<file path="src/rtl/mac_accum_pkg.sv">
// Shared types, defaults and helpers for the product accumulator slice.
package mac_accum_pkg;

  localparam int DEF_PROD_WIDTH = 8;
  localparam int DEF_ACC_WIDTH  = 10;

  typedef enum logic {
    OUT_EMPTY = 1'b0,
    OUT_FULL  = 1'b1
  } out_state_e;

  // Smallest n with 2**n >= value; returns 0 for value <= 1.
  function automatic int clog2(input int value);
    int result;
    result = 0;
    while ((1 << result) < value) result++;
    return result;
  endfunction

endpackage

</file>
<file path="src/rtl/valid_delay.sv">
// Valid-bit delay line: re-aligns an issue-side valid with a pipeline that
// produces its result DEPTH cycles later. DEPTH = 0 is a plain wire.
module valid_delay #(
  parameter int DEPTH = 1
) (
  input  logic clk,
  input  logic rst,
  input  logic d,
  output logic q
);

  generate
    if (DEPTH == 0) begin : g_pass
      logic unused_ctrl;
      assign unused_ctrl = clk ^ rst;
      assign q = d;
    end else if (DEPTH == 1) begin : g_one
      logic sr_q;
      // Single-stage delay with synchronous clear.
      always_ff @(posedge clk) begin
        if (rst) sr_q <= 1'b0;
        else     sr_q <= d;
      end
      assign q = sr_q;
    end else begin : g_many
      logic [DEPTH-1:0] sr_q;
      // Shift towards the MSB; the MSB is the oldest sample.
      always_ff @(posedge clk) begin
        if (rst) sr_q <= '0;
        else     sr_q <= {sr_q[DEPTH-2:0], d};
      end
      assign q = sr_q[DEPTH-1];
    end
  endgenerate

endmodule

</file>
<file path="src/rtl/mac_accum.sv">
// Accumulates groups of COUNT multiplier products and presents each finished
// sum on a single-entry valid/ready output register.
module mac_accum
  import mac_accum_pkg::*;
#(
  parameter int PROD_WIDTH = DEF_PROD_WIDTH,
  parameter int COUNT      = 4,
  parameter int ACC_WIDTH  = DEF_ACC_WIDTH,
  parameter int IN_LATENCY = 3,
  parameter int CNT_WIDTH  = clog2(COUNT + 1)
) (
  input  logic                  clk,
  input  logic                  rst,
  input  logic                  in_valid,
  input  logic [PROD_WIDTH-1:0] q,
  input  logic                  flush,
  output logic                  out_valid,
  input  logic                  out_ready,
  output logic [ACC_WIDTH-1:0]  out_sum,
  output logic [CNT_WIDTH-1:0]  out_count,
  output logic                  busy,
  output logic                  overrun
);

  // The delay line has no "any bit set" port, so the number of valid beats
  // in flight is tracked here; it never exceeds IN_LATENCY.
  localparam int FL_WIDTH = clog2(IN_LATENCY + 2);
  localparam logic [CNT_WIDTH-1:0] LAST_CNT = CNT_WIDTH'(COUNT - 1);

  logic                  beat;
  logic [ACC_WIDTH-1:0]  acc_q, acc_d, acc_sum, comp_sum;
  logic [CNT_WIDTH-1:0]  cnt_q, cnt_d, cnt_inc, comp_cnt;
  logic [FL_WIDTH-1:0]   inflight_q, inflight_d;
  logic                  complete;
  out_state_e            state_q, state_d;
  logic [ACC_WIDTH-1:0]  sum_q, sum_d;
  logic [CNT_WIDTH-1:0]  count_q, count_d;
  logic                  ovr_q, ovr_d;

  valid_delay #(
    .DEPTH (IN_LATENCY)
  ) u_valid_delay (
    .clk (clk),
    .rst (rst),
    .d   (in_valid),
    .q   (beat)
  );

  // Group accumulation and completion detect (COUNT-th beat or flush).
  always_comb begin
    acc_sum    = acc_q + ACC_WIDTH'(q);
    cnt_inc    = cnt_q + CNT_WIDTH'(1);
    inflight_d = inflight_q + FL_WIDTH'(in_valid) - FL_WIDTH'(beat);
    complete   = (beat && (cnt_q == LAST_CNT)) ||
                 (flush && (beat || (cnt_q != '0)));
    comp_sum   = beat ? acc_sum : acc_q;
    comp_cnt   = beat ? cnt_inc : cnt_q;
    acc_d      = acc_q;
    cnt_d      = cnt_q;
    if (complete) begin
      acc_d = '0;
      cnt_d = '0;
    end else if (beat) begin
      acc_d = acc_sum;
      cnt_d = cnt_inc;
    end
  end

  // Output register: load on completion, drain on ready, drop when blocked.
  always_comb begin
    state_d = state_q;
    sum_d   = sum_q;
    count_d = count_q;
    ovr_d   = ovr_q;
    case (state_q)
      OUT_EMPTY: begin
        if (complete) begin
          state_d = OUT_FULL;
          sum_d   = comp_sum;
          count_d = comp_cnt;
        end
      end
      OUT_FULL: begin
        if (out_ready) begin
          if (complete) begin
            sum_d   = comp_sum;
            count_d = comp_cnt;
          end else begin
            state_d = OUT_EMPTY;
          end
        end else if (complete) begin
          ovr_d = 1'b1;
        end
      end
      default: state_d = OUT_EMPTY;
    endcase
  end

  // State registers with synchronous reset.
  always_ff @(posedge clk) begin
    if (rst) begin
      acc_q      <= '0;
      cnt_q      <= '0;
      inflight_q <= '0;
      state_q    <= OUT_EMPTY;
      sum_q      <= '0;
      count_q    <= '0;
      ovr_q      <= 1'b0;
    end else begin
      acc_q      <= acc_d;
      cnt_q      <= cnt_d;
      inflight_q <= inflight_d;
      state_q    <= state_d;
      sum_q      <= sum_d;
      count_q    <= count_d;
      ovr_q      <= ovr_d;
    end
  end

  assign out_valid = (state_q == OUT_FULL);
  assign out_sum   = sum_q;
  assign out_count = count_q;
  assign overrun   = ovr_q;
  assign busy      = (cnt_q != '0) || (inflight_q != '0);

endmodule

</file>
<file path="config.mk">
export PLATFORM = sky130hd
export DESIGN_NAME = mac_accum
export DESIGN_NICKNAME = d
export VERILOG_FILES = /design/src/rtl/mac_accum_pkg.sv /design/src/rtl/valid_delay.sv /design/src/rtl/mac_accum.sv
export SDC_FILE = /design/constraint.sdc
export NUM_CORES = 1
export LEC_CHECK = 0
export ABC_AREA = 1
export CELL_PAD_IN_SITES_DETAIL_PLACEMENT = 1
export CELL_PAD_IN_SITES_GLOBAL_PLACEMENT = 1
export CORE_AREA = 4 4 78 80
export CTS_CLUSTER_SIZE = 28
export DETAILED_ROUTE_END_ITERATION = 12
export DIE_AREA = 0 0 82 84
export PLACE_DENSITY_LB_ADDON = 0.2
export SKIP_CTS_REPAIR_TIMING = 1
export SYNTH_ARGS = -nofsm -noshare
export SYNTH_HDL_FRONTEND = slang
export SYNTH_SLANG_ARGS = --single-unit
</file>
<file path="constraint.sdc">
create_clock -name clk -period 1.7 [get_ports clk]
set_clock_uncertainty 0.05 [all_clocks]
set_input_delay 0.17 -clock clk [delete_from_list [all_inputs] [get_ports clk]]
set_output_delay 0.17 -clock clk [all_outputs]
set_load 0.005 [all_outputs]
</file>
======== Word level (Yosys, flattened, before mapping) ========
Index checks and enable logic that the tools add are counted.
word-level totals
  bits in registers ....................... 34
  input port bits ......................... 13
  output and inout port bits .............. 16
  word-level logic and storage cells ...... 36
cells by class
  $add $sub $neg .......................... 4
  eq/ne operators ......................... 2
  multiplexer cells ....................... 11
  bitwise operators ....................... 2
  reductions and logical operators ........ 9
operator list
  kind                                           number
  2-to-1 mux 10 bit                              3
  case mux 10 bit (2 select lines)               1
  adder 10 x 8 -> 10 bit                         1
  2-to-1 mux 3 bit                               3
  case mux 3 bit (2 select lines)                1
  nonzero test 3 bit                             2
  adder 3 x 1 -> 3 bit                           1
  adder 3 x 1 -> 3 bit, second input constant    1
  == test 3 x 2 -> 1 bit, second input constant  1
  logical OR 1 bit                               3
  AND reduction 3 bit                            1
  subtractor 3 x 1 -> 3 bit                      1
  logical AND 1 bit                              2
  2-to-1 mux 1 bit                               2
  != test 2 bit, second input constant           1
  inverter 1 bit                                 2
  case mux 1 bit (2 select lines)                1
  OR reduction 2 bit                             1

======== Logic depth before layout (Yosys ltp) ========
  depth after elaboration ................. 7
  gate-level depth with buffers ........... 12
  mapped depth without buffers ............ 12

======== Modules after synthesis ========
Synthesis repeated with hierarchy kept, for this count alone.
unflattened totals
  cells, all modules ...................... 244
  area, all modules ....................... 1818.0 um^2
modules (own cells, without submodules)
  module       instances  cells an instance  area an instance (um^2)  sequential area each (um^2)
  mac_accum    1          235                1735.4                   620.6
  valid_delay  1          9                  82.6                     60.1

======== Worst setup path before layout ========
Ideal clock, no wire load.
  path kind ............................... reg2reg
  start point ............................. reg inflight_q[0]
  end point ............................... reg inflight_q[2]
  data arrival time ....................... 1.501 ns
  required time ........................... 1.530 ns
  setup slack ............................. 0.028 ns
  stages on the path, launching flop included .. 10
  buffers on the path ..................... 0
  period minus slack after synthesis ...... 1.672 ns
  path through ............................ dfxtp_1 > inv_1 > ha_1 > inv_1 > ha_1 > inv_1 > fa_1 > xor2_1 > o21ai_0 > a21oi_1
on the way
  cells in the longest elaborated chain, start to end .. 2
ends and longest elaborated chain
  what                       line              RTL
  from (decl)                mac_accum.sv:33   logic [FL_WIDTH-1:0] inflight_q, inflight_d;
  from (signal assigned)     mac_accum.sv:112  inflight_q <= inflight_d;
  adder 3 x 1 -> 3 bit       mac_accum.sv:53   inflight_d = inflight_q + FL_WIDTH'(in_valid) - FL_WIDTH'(beat);
  subtractor 3 x 1 -> 3 bit  mac_accum.sv:53
No other way between the ends.
A chain may end at the register's enable or synchronous reset.

======== Final worst setup path ========
Same ends and word-level chain as after synthesis.

==> flow_summary_export.csv <==
group,metric,value,unit
detailed_routing,vias,1673,
floorplanning,die_area,6888,µm²
sta,setup_ws,-0.006858,ns
worst_setup_path,start_kind,"register",
detailed_routing,first_pass_iters,4,
synthesis,synth_edf_count,0,
clock_tree,numClockSinks,34,
power,p_sw_share,27.82,%
synthesis,ys_seq_elements,34,
worst_setup_path,critPathMaxFanout,2,
place,port_buffers,28,
synthesis,ys_async_sr_fraction,0,%
worst_setup_path,reg2reg_slack,-0.007,ns
worst_setup_path,slowest_stage,"fa_2",
power,clkPwrFrac,32.0,%
floorplanning,pin_count,29,
sta,fin_crit,1.707,ns
synthesis,yosysSeqAreaShare,37.49,%
synthesis,synth-warning-count,0,
global_route,grtUsageTotal,14.35,%
power,p_leak,1.177,nW
synthesis,synthesis.area,1815,µm²
worst_setup_path,path_class,"register to register",
final_layout,nNetsFinal,322,
power,p_int,1.412,mW
global_route,grt_pass1_wl,7.672,mm
floorplanning,die_height,84,µm
clock_tree,cts-root-buf,"clkbuf_8",
global_route,grt_overflow_total,0,
power,fin_total_pwr,1.956,mW
run,maxCapViolCount,0,
synthesis,ys.flop_type,"dfxtp_1",
worst_setup_path,critPathMaxStageDelay,0.37,ns
status,status,"finished with violations",
synthesis,synth.net_count,271,
power,pwr-share-seq,45.1,%
final_layout,fin_util,48.73,%
status,violations,"setup timing",
worst_setup_path,crit_buf_inv,3,
final_layout,antenna_cells,0,
global_route,antenna_found_initial,0,
sta,maxSlewHeadroom,76.39,%
power,p_comb_share,22.8,%
clock_tree,clk_latency,0.29,ns
synthesis,syn-instance-count,243,
clock_tree,cts_tree,"done",
detailed_routing,drt_iter0_drc,33,
clock_tree,cts-htree-levels,2,
detailed_routing,drc,0,
sta,hold_viol,0,
worst_setup_path,path_cells,"inv_2 > ha_4 > inv_2 > ha_4 > inv_2 > fa_2 > xor2_2 > o21ai_1 > a21oi_1",
final_layout,area_growth,45.07,%
worst_setup_path,end_kind,"register",
sta,holdWs,0.3242,ns
sta,finalMaxSlewViolations,0,
final_layout,drive_gt1_share,27.12,%
global_route,grt_pass1_vias,1727,
floorplanning,rows,27,
global_route,grt_max_degree,18,
detailed_routing,antenna_left,0,
power,powerDensity,742.8,nW/µm²
clock_tree,clk_pin_slew,0.07,ns
floorplanning,core_area,5405,µm²
sta,worst_pin_slew,0.3505,ns
worst_setup_path,crit_required,1.83,ns
sta,final-setup-viol-count,1,
floorplanning,start_util,33.59,%
sta,grt_setup_unrepaired,"yes",
clock_tree,cts_buffers,5,
power,peakVddDrop,477.1,µV
worst_setup_path,worst_path_most_repeated_cell,"inv_2",
synthesis,postSynthAreaPerCell,7.471,µm²
worst_setup_path,arrival,1.84,ns
min_path,hp-class,"primary input to register",
place,dp_hpwl,3.433,mm
detailed_routing,wl_per_cell,12.92,µm
clock_tree,cts_buffer_depth,2,
worst_setup_path,crit_family,"adder cells",
sta,max_freq,585.9,MHz
sta,fin_crit_sh,100.4,%
synthesis,yosysUniqueCellTypes,28,
detailed_routing,drt-total-wl,4.741,mm
place,gp_congestion,0.7635,
power,switchingPower,0.5443,mW
floorplanning,fp.dieW,82,µm
detailed_routing,via_per_inst,4.559,
## routing by layer
metal | part of all wire (%) | global-route usage [%] | vias up
met2 | 51 | 24.25 | 23
met4 | 1.6 | 5.740 | 0
met3 | 3.1 | 3.132 | 7
met5 | 0 | 0 | -
met1 | 44 | 17.21 | 781
li1 | - | - | 862
## kinds of logic (layout without fill, tap and decap cells)
logic type               Yosys count  after routing  synth area share [%]
multiplexers                       2              2                 1.103
adder cells (fa/ha/maj)           15             15                 11.17
AO/OA/AOI/OAI                     29             29                 10.75
XOR/XNOR                           4              4                 1.930
flip-flops                        34             34                 37.49
buffers and inverters             44             96                 10.54
AND/OR/NAND/NOR                  115            115                 27.02
## tightest hold or removal path: cells and delay by family
kind,cells,cell delay (ns)
AND/OR/NAND/NOR,1,0.10
multiplexers,1,0.09
buffers and inverters,1,0.13
adder cells (fa/ha/maj),1,0.14
## placed cells by master, fill, tap and decap left out, drive strengths merged, types with 9 or more instances in the layout
cell type | synthesis | final
ha | 13 | 13
buf | 7 | 22
o21ai | 9 | 9
dfxtp | 34 | 34
a21oi | 13 | 13
nand2 | 53 | 53
clkdlybuf4s50 | 0 | 26
nor2 | 39 | 39
nand3 | 18 | 18
inv | 37 | 37
## cell usage after synthesis, types with 2 or more instances
library cell	n	share of area (%)
nand2_1	53	11
inv_1	36	7.4
nor2_1	36	7.4
dfxtp_1	34	37
nand3_1	18	5.0
a21oi_1	13	3.6
ha_1	13	9.0
o21ai_0	6	1.7
a211oi_2	5	3.4
buf_2	3	0.83
nand3b_1	3	1.2
fa_1	2	2.2
mux2i_1	2	1.1
nor2_2	2	0.69
o21ai_2	2	0.97
xnor2_1	2	0.97
xor2_1	2	0.97
## path summary, 6_finish.rpt
| check | cells after the start | from | end |
|---|---|---|---|
| min | 4 | q[0] | acc_q[0]$_SDFF_PP0_ |
| max reg2reg | 9 | inflight_q[0]$_SDFF_PP0_ | inflight_q[2]$_SDFF_PP0_ |
| min reg2reg | 2 | u_valid_delay.g_many.sr_q[1]$_SDFF_PP0_ | u_valid_delay.g_many.sr_q[2]$_SDFF_PP0_ |
| max | 9 | inflight_q[0]$_SDFF_PP0_ | inflight_q[2]$_SDFF_PP0_ |
## sequential cells by signal, indices dropped and copies added (netlist names)
register / cells
out_count: 3
out_sum: 10
acc_q: 10
inflight_q: 3
overrun: 1
out_valid: 1
u_valid_delay.g_many.sr_q: 3
cnt_q: 3
## final cells by class
| cell class | count | area [µm²] |
|---|---|---|
| Clock buffer | 6 | 82.58 |
| Clock inverter | 2 | 12.51 |
| Fill cell | 664 | 2771 |
| Inverter | 37 | 138.9 |
| Multi-Input combinational cell | 165 | 1102 |
| Sequential cell | 34 | 686.9 |
| Tap cell | 72 | 90.09 |
| Timing Repair Buffer | 51 | 520.5 |
## power by group through the flow
stage	Clock, mW	Sequential, mW	Combinational (mW)
after CTS	0.655	0.876	0.387
after floorplan	0	0.890	0.201
after global routing	0.692	0.890	0.494
after global placement	0	0.892	0.371
after detailed placement	0	0.893	0.383
final	0.627	0.883	0.447
## metrics by stage
stage                 TNS, ns  worst slack [ns]  instances  instance area [µm²]
global route          -0.2720          -0.07061        367                 2634
global placement       -2.953           -0.3031        352                 2291
floorplan                   0           0.02847        243                 1815
detailed placement     -3.390           -0.3423        352                 2291
CTS                   -0.3324           -0.1360        360                 2386
finish              -0.006858         -0.006858        367                 2634
(Power assumes the default switching activity.)
